--- config.mk ---
export PLATFORM = sky130hd
export DESIGN_NAME = display_sequencer
export DESIGN_NICKNAME = d
export VERILOG_FILES = /design/src/rtl/display_sequencer.sv
export SDC_FILE = /design/constraint.sdc
export NUM_CORES = 1
export LEC_CHECK = 0
export ABC_AREA = 1
export CAP_MARGIN = 20
export CELL_PAD_IN_SITES_DETAIL_PLACEMENT = 0
export CELL_PAD_IN_SITES_GLOBAL_PLACEMENT = 1
export CORE_MARGIN = 1
export CORE_UTILIZATION = 35
export DETAILED_ROUTE_END_ITERATION = 8
export HOLD_SLACK_MARGIN = 0.12
export PLACE_DENSITY_LB_ADDON = 0.1
export SYNTH_ARGS = -nofsm -noshare
export SYNTH_HDL_FRONTEND = slang
export SYNTH_SLANG_ARGS = --single-unit
--- constraint.sdc ---
create_clock -name clock -period 2.25 [get_ports clock]
set_clock_uncertainty 0.05 [all_clocks]
set_input_delay 0.45 -clock clock [delete_from_list [all_inputs] [get_ports clock]]
set_output_delay 0.45 -clock clock [all_outputs]
set_load 0.05 [all_outputs]
--- src/rtl/display_sequencer.sv ---
// display_sequencer: turns one-cycle game events into timed
// displayAddr/nivel sequences for the six-digit message memory.
module display_sequencer #(
  parameter int T_NIVEL = 100,
  parameter int T_BLINK = 25,
  parameter int N_BLINK = 3
) (
  input  logic       clock,
  input  logic       reset,
  input  logic       mostra_nivel,
  input  logic       nivel_in,
  input  logic       venceu,
  input  logic       perdeu,
  input  logic       limpa,
  output logic [1:0] displayAddr,
  output logic       nivel,
  output logic       ocupado,
  output logic       pronto
);

  localparam int TMAX = (T_NIVEL > T_BLINK) ? T_NIVEL : T_BLINK;
  localparam int PW   = $clog2(TMAX + 1);
  localparam int BW   = $clog2(N_BLINK + 1);

  localparam logic [PW-1:0] NIV_END  = PW'(T_NIVEL - 1);
  localparam logic [PW-1:0] BLK_END  = PW'(T_BLINK - 1);
  localparam logic [BW-1:0] BLK_LAST = BW'(N_BLINK - 1);
  localparam logic [PW-1:0] PC_ONE   = PW'(1);
  localparam logic [BW-1:0] BC_ONE   = BW'(1);

  localparam logic [1:0] A_NIVEL = 2'b00;
  localparam logic [1:0] A_BLANK = 2'b11;

  typedef enum logic [2:0] {
    IDLE      = 3'd0,
    NIVEL     = 3'd1,
    PISCA_ON  = 3'd2,
    PISCA_OFF = 3'd3,
    FIXO      = 3'd4
  } state_t;

  state_t          state;
  logic [PW-1:0]   pc;
  logic [BW-1:0]   bc;
  logic            lose_q;
  logic            result_req;
  logic            nivel_ok;

  // Result message code: 01 win, 10 lose.
  function automatic logic [1:0] msg(input logic lose);
    return lose ? 2'b10 : 2'b01;
  endfunction

  assign result_req = perdeu | venceu;

  // The level banner may only interrupt non-blinking states.
  assign nivel_ok = (state == IDLE) ||
                    (state == NIVEL) ||
                    (state == FIXO);

  // Sequencer FSM; every output is registered alongside the state.
  always_ff @(posedge clock) begin
    if (reset) begin
      state       <= IDLE;
      pc          <= '0;
      bc          <= '0;
      lose_q      <= 1'b0;
      displayAddr <= A_BLANK;
      nivel       <= 1'b0;
      ocupado     <= 1'b0;
      pronto      <= 1'b0;
    end else begin
      pronto <= 1'b0;
      if (limpa) begin
        state       <= IDLE;
        pc          <= '0;
        bc          <= '0;
        displayAddr <= A_BLANK;
        ocupado     <= 1'b0;
      end else if (result_req) begin
        lose_q      <= perdeu;
        pc          <= '0;
        bc          <= '0;
        state       <= PISCA_ON;
        displayAddr <= msg(perdeu);
        ocupado     <= 1'b1;
      end else if (mostra_nivel && nivel_ok) begin
        nivel       <= nivel_in;
        pc          <= '0;
        state       <= NIVEL;
        displayAddr <= A_NIVEL;
        ocupado     <= 1'b1;
      end else begin
        case (state)
          IDLE: begin
            displayAddr <= A_BLANK;
            ocupado     <= 1'b0;
          end
          NIVEL: begin
            if (pc == NIV_END) begin
              state       <= IDLE;
              pc          <= '0;
              displayAddr <= A_BLANK;
              ocupado     <= 1'b0;
            end else begin
              pc <= pc + PC_ONE;
            end
          end
          PISCA_ON: begin
            if (pc == BLK_END) begin
              pc <= '0;
              bc <= bc + BC_ONE;
              if (bc == BLK_LAST) begin
                state       <= FIXO;
                displayAddr <= msg(lose_q);
                ocupado     <= 1'b0;
                pronto      <= 1'b1;
              end else begin
                state       <= PISCA_OFF;
                displayAddr <= A_BLANK;
              end
            end else begin
              pc <= pc + PC_ONE;
            end
          end
          PISCA_OFF: begin
            if (pc == BLK_END) begin
              pc          <= '0;
              state       <= PISCA_ON;
              displayAddr <= msg(lose_q);
            end else begin
              pc <= pc + PC_ONE;
            end
          end
          FIXO: begin
            displayAddr <= msg(lose_q);
            ocupado     <= 1'b0;
          end
          default: begin
            state       <= IDLE;
            pc          <= '0;
            bc          <= '0;
            displayAddr <= A_BLANK;
            ocupado     <= 1'b0;
          end
        endcase
      end
    end
  end

endmodule

After elaboration in Yosys (flattened, before gate mapping). Cells that the tools add are included.

Input port bits: 7. Output and inout bits: 5. Logic and storage cells: 87. Register bits: 18.

Eq/ne operators: 20. $add $sub $neg: 2. Reductions and logical operators: 19. Bitwise gates (word level): 8. Mux-type cells: 28.

Operators by type and width (number): 2-to-1 mux 2 bit (11); case mux 7 bit (3 select lines) (1); AND reduction 4 bit (4); 2-to-1 mux 7 bit (2); 2-to-1 mux 3 bit (4); != test 4 bit (second input constant) (3); case mux 3 bit (4 select lines) (1); != test 3 bit (second input constant) (3); AND reduction 3 bit (3); case mux 2 bit (4 select lines) (1); OR reduction 4 bit (2); adder 7 x 1 -> 7 bit (second input constant) (1); equality test 7 x 5 -> 1 bit (second input constant) (1); equality test 7 bit (second input constant) (1); inverter 1 bit (7); equality test 3 x 2 -> 1 bit (second input constant) (2); 2-to-1 mux 1 bit (6); != test 3 x 1 -> 1 bit (second input constant) (2); OR reduction 2 bit (3); OR reduction 6 bit (1); != test 2 x 1 -> 1 bit (second input constant) (2); != test 2 bit (second input constant) (2); != test 4 x 2 -> 1 bit (second input constant) (1); case mux 2 bit (2 select lines) (1); 11 further kinds (12).

Depth between registers and ports, before layout.
Word-level depth: 6. Gate-level depth with buffers: 11. Depth with buffers taken out: 11.

Worst setup path before layout. Ideal clock, no wire load.

Path type: register -> register. Start point: reg pc[0]. End point: reg displayAddr[0]. Buffers on the path: 0. Data required time: 2087 ps. Slack: 937 ps. Cell stages (with the launch flop): 11. Library setup time: 113 ps. Data arrival time: 1150 ps. Period minus slack after synthesis: 1313 ps. Cell sequence: dfxtp_1 > inv_1 > ha_1 > nand2_1 > inv_1 > nand3_1 > nand2_2 > nand2_4 > nand2_2 > nand3_1 > nand2_1.

Cells in the longest elaborated chain, start to end: 3. Elaborated cells between the ends (all ways): 6. Classes of those cells: eq/ne: 5; reduce/logical: 1.

Ends and longest elaborated chain: from (decl) (RTL line 43) `logic [PW-1:0] pc;`; from (signal assigned) (RTL line 106) `pc <= pc + PC_ONE;`; from (signal assigned) (RTL line 123) `pc <= pc + PC_ONE;`; from (signal assigned) (RTL line 132) `pc <= pc + PC_ONE;`; equality test 7 x 5 -> 1 bit or equality test 7 bit (tied branches) (RTL line 110, 127, 100); != test 4 bit (no line) or != test 4 x 2 -> 1 bit (tied branches); AND reduction 3 bit (no line) *; to (signal assigned) (RTL line 115) `displayAddr <= msg(lose_q);`; to (signal assigned) (RTL line 130) `displayAddr <= msg(lose_q);`; to (signal assigned) (RTL line 136) `displayAddr <= msg(lose_q);`; to (decl) (RTL line 15) `output logic [1:0] displayAddr,`.

Every way passes the cells marked *; elsewhere a longest branch is shown, timed or not. A chain may end at the register's enable or synchronous reset.

Worst setup path in the final report.
Start point: reg displayAddr[1]. End point: out displayAddr[1].

RTL lines: from (signal assigned) (RTL line 85) `displayAddr <= msg(perdeu);`; from (signal assigned) (RTL line 115); from (signal assigned) (RTL line 130).

No word-level cell between the ends.

==> PnR_summary.wiki <==
{| class="wikitable"
! Metric !! Value
|-
| Worst hold path endpoint || ocupado$_SDFFE_PP0P_
|-
| Number of routed nets with antenna violations || 0
|-
| Power per cell area || 484.6 nW/um^2
|-
| Instance area after placement || 1201 um^2
|-
| I/O pin count || 12
|-
| Post_cts resized || 0
|-
| Final period util || 86.64%
|-
| Peak Freq || 513.0 MHz
|-
| Slew at the pin closest to its max-slew limit || 500.9 ps
|-
| Setup repair after global routing missed its margin || no
|-
| Leftover overflow at the end of global routing || 0
|-
| Placement Setup Slack || 297.5 ps
|-
| Kind of critical path || reg -> out
|-
| Routed vias/inst || 4.910
|-
| Required time worst endpoint || 1750 ps
|-
| Number of cells traversed by the worst hold path || 2
|-
| Setup slack after layout || 300.7 ps
|-
| N_diodes || 0
|-
| Number of global-route vias before repair || 923
|-
| Chip width || 57.03 um
|-
| Class of the worst hold path || reg -> reg
|-
| RR Startpoint || pc[0]$_SDFFE_PP0N_
|-
| Number of clock buffers inserted by TritonCTS || 3
|-
| Max capacitance violation total || 0
|-
| Number of buffers between clock root and the deepest sink || 2
|-
| Total non-filler cell area in the finished layout || 1224 um^2
|-
| Largest net degree at the start of global routing || 11
|-
| H-Tree Level Count || 1
|-
| Leakage || 0.5121 nW
|-
| Area added between synthesis and finish || 15.47%
|-
| Synthesized flop and latch total || 18
|-
| Effective utilization at floorplan || 37.78%
|-
| Die Area || 3252 um^2
|-
| Average wire length per cell after detail routing || 11.36 um
|-
| Maximum vdd ir drop || 0.2641 mV
|-
| Final Max Tran Viols || 0
|-
| Final Hold Violating Endpoints || 0
|-
| Largest stage delay on the critical path || 810 ps
|-
| Hold wc startpoint || ocupado$_SDFFE_PP0P_
|-
| Drt drc || 0
|-
| Fraction of final layout cells with drive strength greater than 1 || 14.71%
|-
| Total buffers and inverters traversed by the critical path || 1
|-
| Most frequent standard cell in the layout excluding fill and tap cells || sky130_fd_sc_hd__nand2_1
|-
| Root Buffer || sky130_fd_sc_hd__clkbuf_4
|-
| Initial antenna violation count || 0
|-
| Period minus WS final || 1949 ps
|-
| Overall via count from detail_route || 987
|-
| Global-route wire length before repair || 4091 um
|-
| Final #Nets || 182
|-
| Number of DRC markers in iteration 0 || 15
|-
| Area of the core region || 2805 um^2
|-
| TritonCTS clock tree || built
|-
| Insertion delay to the later sink of the worst-skew pair || 290 ps
|-
| Die H || 57.03 um
|-
| Post-synth net total || 167
|-
| Fill cell total of the finished layout || 318
|-
| Cells after synthesis || 157
|-
| Number of search-and-repair iterations in the first detailed-routing pass || 4
|-
| Startpoint Class || register
|-
| Total routing usage reported by global routing || 16.24%
|-
| Critical Path, Cell by Cell || clkdlybuf4s50_1
|-
| Data arrival at the endpoint of the critical path || 1450 ps
|-
| Post-synthesis sequential area ratio || 34.00%
|-
| Reg clk slew, reported paths || 110 ps
|-
| Final setup vio count || 0
|-
| Status || finished clean
|-
| Worst path top cell family by delay || buffers and inverters
|-
| Post-CTS setup buffer count || 0
|-
| Number of rows in the core area || 19
|-
| Netlist area before placement || 1060 um^2
|-
| Yosys warnings || 0
|-
| Maximum fanout count along the critical path || 2
|-
| Number of buffers added on ports || 11
|-
| Setup Total Neg Slack || 0 ps
|-
| Worst path slowest cell || sky130_fd_sc_hd__clkdlybuf4s50_1
|-
| Reg2reg path depth || 10
|-
| Endpoint class of the critical path || output pin
|-
| Placer's final routability congestion estimate || 0.7758
|-
| Total routed wirelength || 2284 um
|-
| Post-CTS Hold Buffers || 0
|-
| Estimated wirelength of the detail-placed design || 1781 um
|-
| Register-to-Register Setup Slack || 700 ps
|-
| Commonest non-fill, non-tap cells in the layout || sky130_fd_sc_hd__nand2_1, sky130_fd_sc_hd__inv_1, sky130_fd_sc_hd__dfxtp_1
|-
| Relative max-transition margin || 66.50%
|-
| Endpoint of the worst-slack reg-to-reg timing path || displayAddr[0]$_SDFFE_PP1P_
|-
| Final total power || 592.9 uW
|-
| Number of sinks handled by clock tree synthesis || 18
|-
| Post-synth cell types || 23
|-
| Minimum hold slack || 417.7 ps
|-
| Synthesized area per cell || 6.750 um^2
|}
cells in the mapped netlist:
master                     count  area share, %
sky130_fd_sc_hd__ha_1          3            3.5
sky130_fd_sc_hd__nand3_1      15            7.1
sky130_fd_sc_hd__nor3_1        2           0.94
sky130_fd_sc_hd__inv_2         6            2.1
sky130_fd_sc_hd__o21ai_0       4            1.9
sky130_fd_sc_hd__dfxtp_1      18             34
sky130_fd_sc_hd__nor2_1        9            3.2
sky130_fd_sc_hd__nand3b_1      1           0.71
sky130_fd_sc_hd__nand3_2       2            1.9
sky130_fd_sc_hd__nand3_4       1            1.7
sky130_fd_sc_hd__nor2_2        4            2.4
sky130_fd_sc_hd__nor2_4        3            3.2
sky130_fd_sc_hd__inv_1        21            7.4
sky130_fd_sc_hd__o22ai_1       1           0.59
sky130_fd_sc_hd__o21ai_1       7            3.3
sky130_fd_sc_hd__a31oi_1       1           0.59
sky130_fd_sc_hd__buf_4         1           0.71
sky130_fd_sc_hd__nand2_4       1            1.1
sky130_fd_sc_hd__nand4_1       3            1.8
sky130_fd_sc_hd__nor4_1        1           0.59
sky130_fd_sc_hd__nand2_1      36             13
sky130_fd_sc_hd__a21oi_1      12            5.7
sky130_fd_sc_hd__nand2_2       5            3.0
registers in the layout, summed over array words and instances (netlist names):
| signal | flops |
|---|---|
| pronto | 1 |
| state | 3 |
| bc | 2 |
| ocupado | 1 |
| nivel | 1 |
| displayAddr | 2 |
| lose_q | 1 |
| pc | 7 |
metal layers:
| layer | wire length, um | track usage (%) |
|---|---|---|
| met5 | 0 | 0 |
| met4 | 32 | 6.969 |
| met1 | 1233 | 22.88 |
| met3 | 75 | 2.494 |
| met2 | 942 | 24.71 |
how the worst max path moves through the flow:
stage	startpoint	slack [ps]	endpoint	cells after the start
4_1_cts	displayAddr[1]$_SDFFE_PP1P_	290	displayAddr[1]	1
5_1_grt	displayAddr[1]$_SDFFE_PP1P_	250	displayAddr[1]	1
3_3_place_gp	limpa	380	pc[2]$_SDFFE_PP0N_	8
6_report	displayAddr[1]$_SDFFE_PP1P_	300	displayAddr[1]	1
3_5_place_dp	limpa	300	pc[2]$_SDFFE_PP0N_	8
2_1_floorplan	pc[0]$_SDFFE_PP0N_	940	displayAddr[0]$_SDFFE_PP1P_	10
metrics by stage:
step / std cells / util, %
final: 201 / 43.62
after global routing: 201 / 43.62
after CTS: 201 / 43.62
after detailed placement: 198 / 42.82
after global placement: 198 / 42.82
after floorplan: 157 / -
final cells by class:
cell class                 instances  area [um^2]  area share [%]
inverter                          27        101.3           8.282
multi-input combinational        111        590.6           48.26
clock buffer                       3        22.52           1.840
tap                               31        38.79           3.170
timing repair buffer              11        110.1           8.998
sequential                        18        360.3           29.45
logic make-up (layout without fill, tap and decap cells):
logic type | after synthesis | count (layout) | share of synthesized area (%)
buf+inv | 28 | 41 | 10.27
fa+ha+maj | 3 | 3 | 3.542
flops | 18 | 18 | 34.00
simple gates | 83 | 83 | 40.14
compound gates | 25 | 25 | 12.04
power by group:
group | switching (mW) | internal, mW | total (mW) | leakage (nW)
Sequential | 0.00535 | 0.325 | 0.330 | 0.146
Combinational | 0.0604 | 0.0350 | 0.0955 | 0.352
Clock | 0.105 | 0.0622 | 0.167 | 0.0138
Total | 0.171 | 0.422 | 0.593 | 0.512
(Power assumes the default switching activity.)
